**src/rtl/b_type_branch_unit_pkg.sv**
```systemverilog
// Shared definitions for the B-type branch resolution unit.
package b_type_branch_unit_pkg;

    localparam int XLEN = 32;

    // Sequential fetch step for a 32-bit instruction.
    localparam logic [XLEN-1:0] PC_STEP = 32'd4;

    // Branch condition encodings carried in funct3 (3'b010/011 are unused).
    typedef enum logic [2:0] {
        BEQ  = 3'b000,
        BNE  = 3'b001,
        BLT  = 3'b100,
        BGE  = 3'b101,
        BLTU = 3'b110,
        BGEU = 3'b111
    } b_func;

    // funct3 field of an RV32I instruction word.
    function automatic logic [2:0] funct3_of(input logic [XLEN-1:0] instr);
        return instr[14:12];
    endfunction

endpackage

```
**src/rtl/b_type_branch_unit_cmp.sv**
```systemverilog
// Branch condition evaluation: compares rv1/rv2 as selected by funct3.
module b_type_branch_unit_cmp
    import b_type_branch_unit_pkg::*;
(
    input  logic signed [XLEN-1:0] rv1_i,
    input  logic signed [XLEN-1:0] rv2_i,
    input  logic        [2:0]      funct3_i,
    output logic                   taken_o
);

    // Enum view of funct3 so waveforms show the mnemonic.
    b_func func;
    logic  eq;
    logic  lt_s;
    logic  lt_u;

    assign func = b_func'(funct3_i);
    assign eq   = (rv1_i == rv2_i);
    assign lt_s = (rv1_i < rv2_i);
    assign lt_u = ($unsigned(rv1_i) < $unsigned(rv2_i));

    // Select the branch condition; undefined encodings never branch.
    always_comb begin
        taken_o = 1'b0;
        case (func)
            BEQ:     taken_o = eq;
            BNE:     taken_o = !eq;
            BLT:     taken_o = lt_s;
            BGE:     taken_o = !lt_s;
            BLTU:    taken_o = lt_u;
            BGEU:    taken_o = !lt_u;
            default: taken_o = 1'b0;
        endcase
    end

endmodule

```
**src/rtl/b_type_branch_unit.sv**
```systemverilog
// Combinational B-type branch resolution: computes the next fetch address.
// clk/reset are part of the shared instruction interface but play no role
// here; the output depends only on the datapath inputs.
module b_type_branch_unit
    import b_type_branch_unit_pkg::*;
(
    input  logic                   clk,
    input  logic                   reset,
    input  logic        [XLEN-1:0] iaddr,
    input  logic        [XLEN-1:0] idata,
    input  logic signed [XLEN-1:0] imm,
    input  logic signed [XLEN-1:0] rv1,
    input  logic signed [XLEN-1:0] rv2,
    output logic        [XLEN-1:0] iaddr_val
);

    logic [2:0]      funct3;
    logic            taken;
    logic [XLEN-1:0] target_pc;
    logic [XLEN-1:0] seq_pc;
    logic            unused_ok;

    assign funct3 = funct3_of(idata);

    // Opcode/register fields and the clock/reset are deliberately ignored.
    assign unused_ok = ^{clk, reset, idata[31:15], idata[11:0]};

    b_type_branch_unit_cmp u_branch_cmp (
        .rv1_i    (rv1),
        .rv2_i    (rv2),
        .funct3_i (funct3),
        .taken_o  (taken)
    );

    // Both adders wrap modulo 2^32; imm is a byte offset used as given.
    assign target_pc = iaddr + imm;
    assign seq_pc    = iaddr + PC_STEP;

    // Next-PC select.
    always_comb begin
        iaddr_val = seq_pc;
        if (taken) begin
            iaddr_val = target_pc;
        end
    end

endmodule

```
**config.mk**
```make
export PLATFORM = sky130hd
export DESIGN_NAME = b_type_branch_unit
export DESIGN_NICKNAME = d
export VERILOG_FILES = /design/src/rtl/b_type_branch_unit_pkg.sv /design/src/rtl/b_type_branch_unit_cmp.sv /design/src/rtl/b_type_branch_unit.sv
export SDC_FILE = /design/constraint.sdc
export NUM_CORES = 1
export LEC_CHECK = 0
export ABC_CLOCK_PERIOD_IN_PS = 3100
export CORE_MARGIN = 8
export CORE_UTILIZATION = 36
export DETAILED_ROUTE_END_ITERATION = 12
export PLACE_DENSITY = 0.8
export RECOVER_POWER = 100
export SYNTH_ARGS = -nofsm -noshare
export SYNTH_HDL_FRONTEND = slang
export SYNTH_SLANG_ARGS = --single-unit
export TNS_END_PERCENT = 1
```
**constraint.sdc**
```tcl
create_clock -name vclk -period 3.1
set_input_delay 0.465 -clock vclk [all_inputs]
set_output_delay 0.465 -clock vclk [all_outputs]
set_load 0.01 [all_outputs]
```
==> impl_metrics.prom <==
# TYPE chip_impl_metric gauge
chip_impl_info{name="outcome",value="finished, violations left"} 1
chip_impl_info{name="failed_checks",value="setup timing"} 1
chip_impl_metric{name="floorplan.core_area",unit="um^2"} 9110
chip_impl_metric{name="timing.hold.ws",unit="ns"} 1.40
chip_impl_metric{name="io_buffer_count",unit=""} 163
chip_impl_metric{name="dpl_worst_slack",unit="ns"} -1.28
chip_impl_metric{name="grt_use_total",unit="%"} 22.5
chip_impl_info{name="endpoint_kind",value="primary output"} 1
chip_impl_info{name="crit_path_top_delay_cell",value="or4_4"} 1
chip_impl_metric{name="groute.layer.met2.usage",unit="%"} 43.5
chip_impl_metric{name="totalWireLength",unit="um"} 17000
chip_impl_info{name="critPathCapture",value="iaddr_val[20]"} 1
chip_impl_metric{name="postSynthAreaPerCell",unit="um^2"} 6.78
chip_impl_metric{name="synth-xor-area-share",unit="%"} 12.1
chip_impl_info{name="largest_family_of_logic_cells_by_synthesized_area",value="compound AO/OA/AOI/OAI gates"} 1
chip_impl_metric{name="post_route_setup_slack",unit="ns"} -0.672
chip_impl_metric{name="stdcell_area",unit="um^2"} 7060
chip_impl_metric{name="chipHeight",unit="um"} 112
chip_impl_metric{name="final_hold_viol_count",unit=""} 0
chip_impl_metric{name="crit_path_max_fanout",unit=""} 6
chip_impl_metric{name="power_density",unit="nW/um^2"} 199
chip_impl_metric{name="via_per_inst",unit=""} 5.68
chip_impl_metric{name="ys_seq_area_share",unit="%"} 0
chip_impl_metric{name="globalRouteOverflowTotal",unit=""} 0
chip_impl_metric{name="finalCritPeriodShare",unit="%"} 122
chip_impl_info{name="path_class",value="in -> out"} 1
chip_impl_metric{name="slew_headroom",unit="%"} 75.4
chip_impl_metric{name="postRouteAntennaNets",unit=""} 0
chip_impl_metric{name="num-nets-final",unit=""} 1035
chip_impl_metric{name="synthAdderAreaFrac",unit="%"} 24.6
chip_impl_metric{name="post_drt_wl_per_cell",unit="um"} 18.5
chip_impl_metric{name="seq_area",unit="um^2"} 0
chip_impl_metric{name="floorplan.die_area",unit="um^2"} 12600
chip_impl_metric{name="tightestPinTransition",unit="ns"} 0.367
chip_impl_metric{name="floorplan.die.width",unit="um"} 112
chip_impl_info{name="crit_start",value="rv2[1]"} 1
chip_impl_metric{name="numSequentialCells",unit=""} 0
chip_impl_metric{name="detailed_placement_hpwl",unit="um"} 12500
chip_impl_metric{name="postLayoutCoreUtil",unit="%"} 77.5
chip_impl_metric{name="placement.cell_area",unit="um^2"} 6170
chip_impl_metric{name="timing.critical_path.arrival",unit="ns"} 3.31
chip_impl_metric{name="area_of_combinational_cells_with_multiple_inputs",unit="um^2"} 4050
chip_impl_metric{name="synthToLayoutAreaGrowth",unit="%"} 112
chip_impl_metric{name="synthCells",unit=""} 492
chip_impl_metric{name="syn_area",unit="um^2"} 3340
chip_impl_metric{name="report.power.total",unit="mW"} 1.40
chip_impl_metric{name="initial_utilization",unit="%"} 36.6
chip_impl_metric{name="use_met1",unit="%"} 24.1
chip_impl_metric{name="post_synth_and_or_nand_nor_area_fraction",unit="%"} 24.8
chip_impl_metric{name="cp_data_required_time",unit="ns"} 2.63
chip_impl_metric{name="final.clkbuf_count",unit=""} 0
chip_impl_metric{name="global_routing_met3_resource_utilization",unit="%"} 3.60
chip_impl_metric{name="gp_congestion",unit=""} 0.855
chip_impl_metric{name="timing.critical_path.slowest_cell_delay",unit="ns"} 0.56
chip_impl_metric{name="drtIter0Drc",unit=""} 331
chip_impl_metric{name="grt_pass1_wl",unit="um"} 24200
chip_impl_metric{name="drive_gt1_share",unit="%"} 46.7
chip_impl_metric{name="postSynthNetCount",unit=""} 719
chip_impl_metric{name="antenna_violations_before_repair",unit=""} 1
chip_impl_metric{name="fillers",unit=""} 589
chip_impl_info{name="layout_commonest_cell",value="buf_4"} 1
chip_impl_metric{name="ys_types",unit=""} 56
chip_impl_metric{name="hold_buffers",unit=""} 0
chip_impl_info{name="grt_busiest_layer",value="met2"} 1
chip_impl_metric{name="finalCriticalPeriod",unit="ns"} 3.77
chip_impl_metric{name="report.final.setup_viol",unit=""} 32
chip_impl_metric{name="timing.fmax",unit="MHz"} 265
chip_impl_metric{name="maximum_number_of_pins_on_one_net_before_global_route_repair",unit=""} 9
chip_impl_metric{name="dr.pass1.iters",unit=""} 7
chip_impl_metric{name="first_global_vias",unit=""} 5356
chip_impl_metric{name="timing.final.max_slew_violations",unit=""} 0
chip_impl_metric{name="vdd_ir_max",unit="uV"} 100
chip_impl_metric{name="ios",unit=""} 194
chip_impl_metric{name="hold_path_depth",unit=""} 4
chip_impl_metric{name="maxCapViolCount",unit=""} 0
chip_impl_metric{name="row_count",unit=""} 35
chip_impl_info{name="grt_setup_unrepaired",value="yes"} 1
chip_impl_info{name="most-common-layout-cells",value="buf_4 (146), clkdlybuf4s50_1 (55), a21oi_1 (41)"} 1
chip_impl_info{name="worstHoldPathType",value="in -> out"} 1
chip_impl_metric{name="synth_warnings",unit=""} 0
chip_impl_metric{name="muxShareOfSynthArea",unit="%"} 1.91
chip_impl_metric{name="cellLeakagePower",unit="nW"} 3.25
chip_impl_metric{name="vias",unit=""} 5215
chip_impl_info{name="critPathLaunchType",value="input port"} 1
chip_impl_metric{name="remaining_drc_errors",unit=""} 0
chip_impl_info{name="critical_path.cell_chain",value="buf_2, inv_2, ha_4, nor2b_4, o211ai_1, a21oi_2, o311a_4, or4_4, a31oi_4, buf_6, buf_6, buf_12, mux2i_1, buf_2"} 1
chip_impl_metric{name="compound_gate_portion_of_the_synthesized_area",unit="%"} 30.0
worst max-delay path: cells and delay by family:
family / cells / cell delay, ns
adder cells (fa/ha/maj): 1 / 0.19
buffers and inverters: 6 / 0.73
AO/OA/AOI/OAI: 4 / 1.00
AND/OR/NAND/NOR: 2 / 0.67
multiplexers: 1 / 0.24
power by group:
group / switching, mW / internal (mW)
Sequential: 0 / 0
Combinational: 0.658 / 0.745
Clock: 0 / 0.0000000432
cell families after synthesis:
| family | after synthesis |
|---|---|
| buf+inv | 55 |
| mux | 6 |
| fa+ha+maj | 65 |
| simple gates | 162 |
| xor+xnor | 46 |
| compound gates | 158 |
metrics by stage:
step	setup TNS (ns)	instances
floorplan	-0.279	492
global placement	-35.97	893
detailed placement	-38.23	893
CTS	-15.01	906
global route	-18.35	918
finish	-16.26	918
cell type report:
cell class	instances	share of cell area [%]
multi-input cells	437	57.4
diodes	1	0.0355
repair buffers	326	38.2
well taps	111	1.97
inverters	43	2.39
routing by layer:
| layer | part of all wire (%) | routed length, um |
|---|---|---|
| met4 | 4.0 | 673 |
| met3 | 6.6 | 1120 |
| met5 | 0 | 0 |
| met2 | 52 | 8820 |
| met1 | 38 | 6410 |
Yosys cell counts (all sizes together) (6+ instances only):
library cell,count,area share [%]
o211ai,6,1.4
o31ai,6,1.5
xnor2,24,6.3
nor3,8,1.2
o21ai,29,4.4
and4,8,2.1
ha,64,24
and3,7,1.3
clkbuf,7,0.79
a21o,15,3.4
nand2b,7,1.3
xor2,22,5.8
inv,43,4.8
a31oi,7,1.8
nand2,41,4.6
a21oi,64,9.6
nand3,23,3.5
a21boi,6,1.4
nor2,32,3.6
nand4,16,3.0
worst min-delay path by stage:
| stage | end | slack (ns) | start |
|---|---|---|---|
| floorplan | iaddr_val[2] | 1.01 | iaddr[2] |
| global placement | iaddr_val[31] | 1.95 | iaddr[31] |
| detailed placement | iaddr_val[31] | 1.95 | iaddr[31] |
| CTS | iaddr_val[0] | 1.41 | iaddr[0] |
| global route | iaddr_val[0] | 1.42 | imm[0] |
| finish | iaddr_val[0] | 1.40 | imm[0] |
timing repair:
item	in CTS	in global routing
pin swaps	68	69
resized for setup	346	140
setup buffers	13	11
setup endpoints to repair	32	32
(Power assumes the default switching activity.)
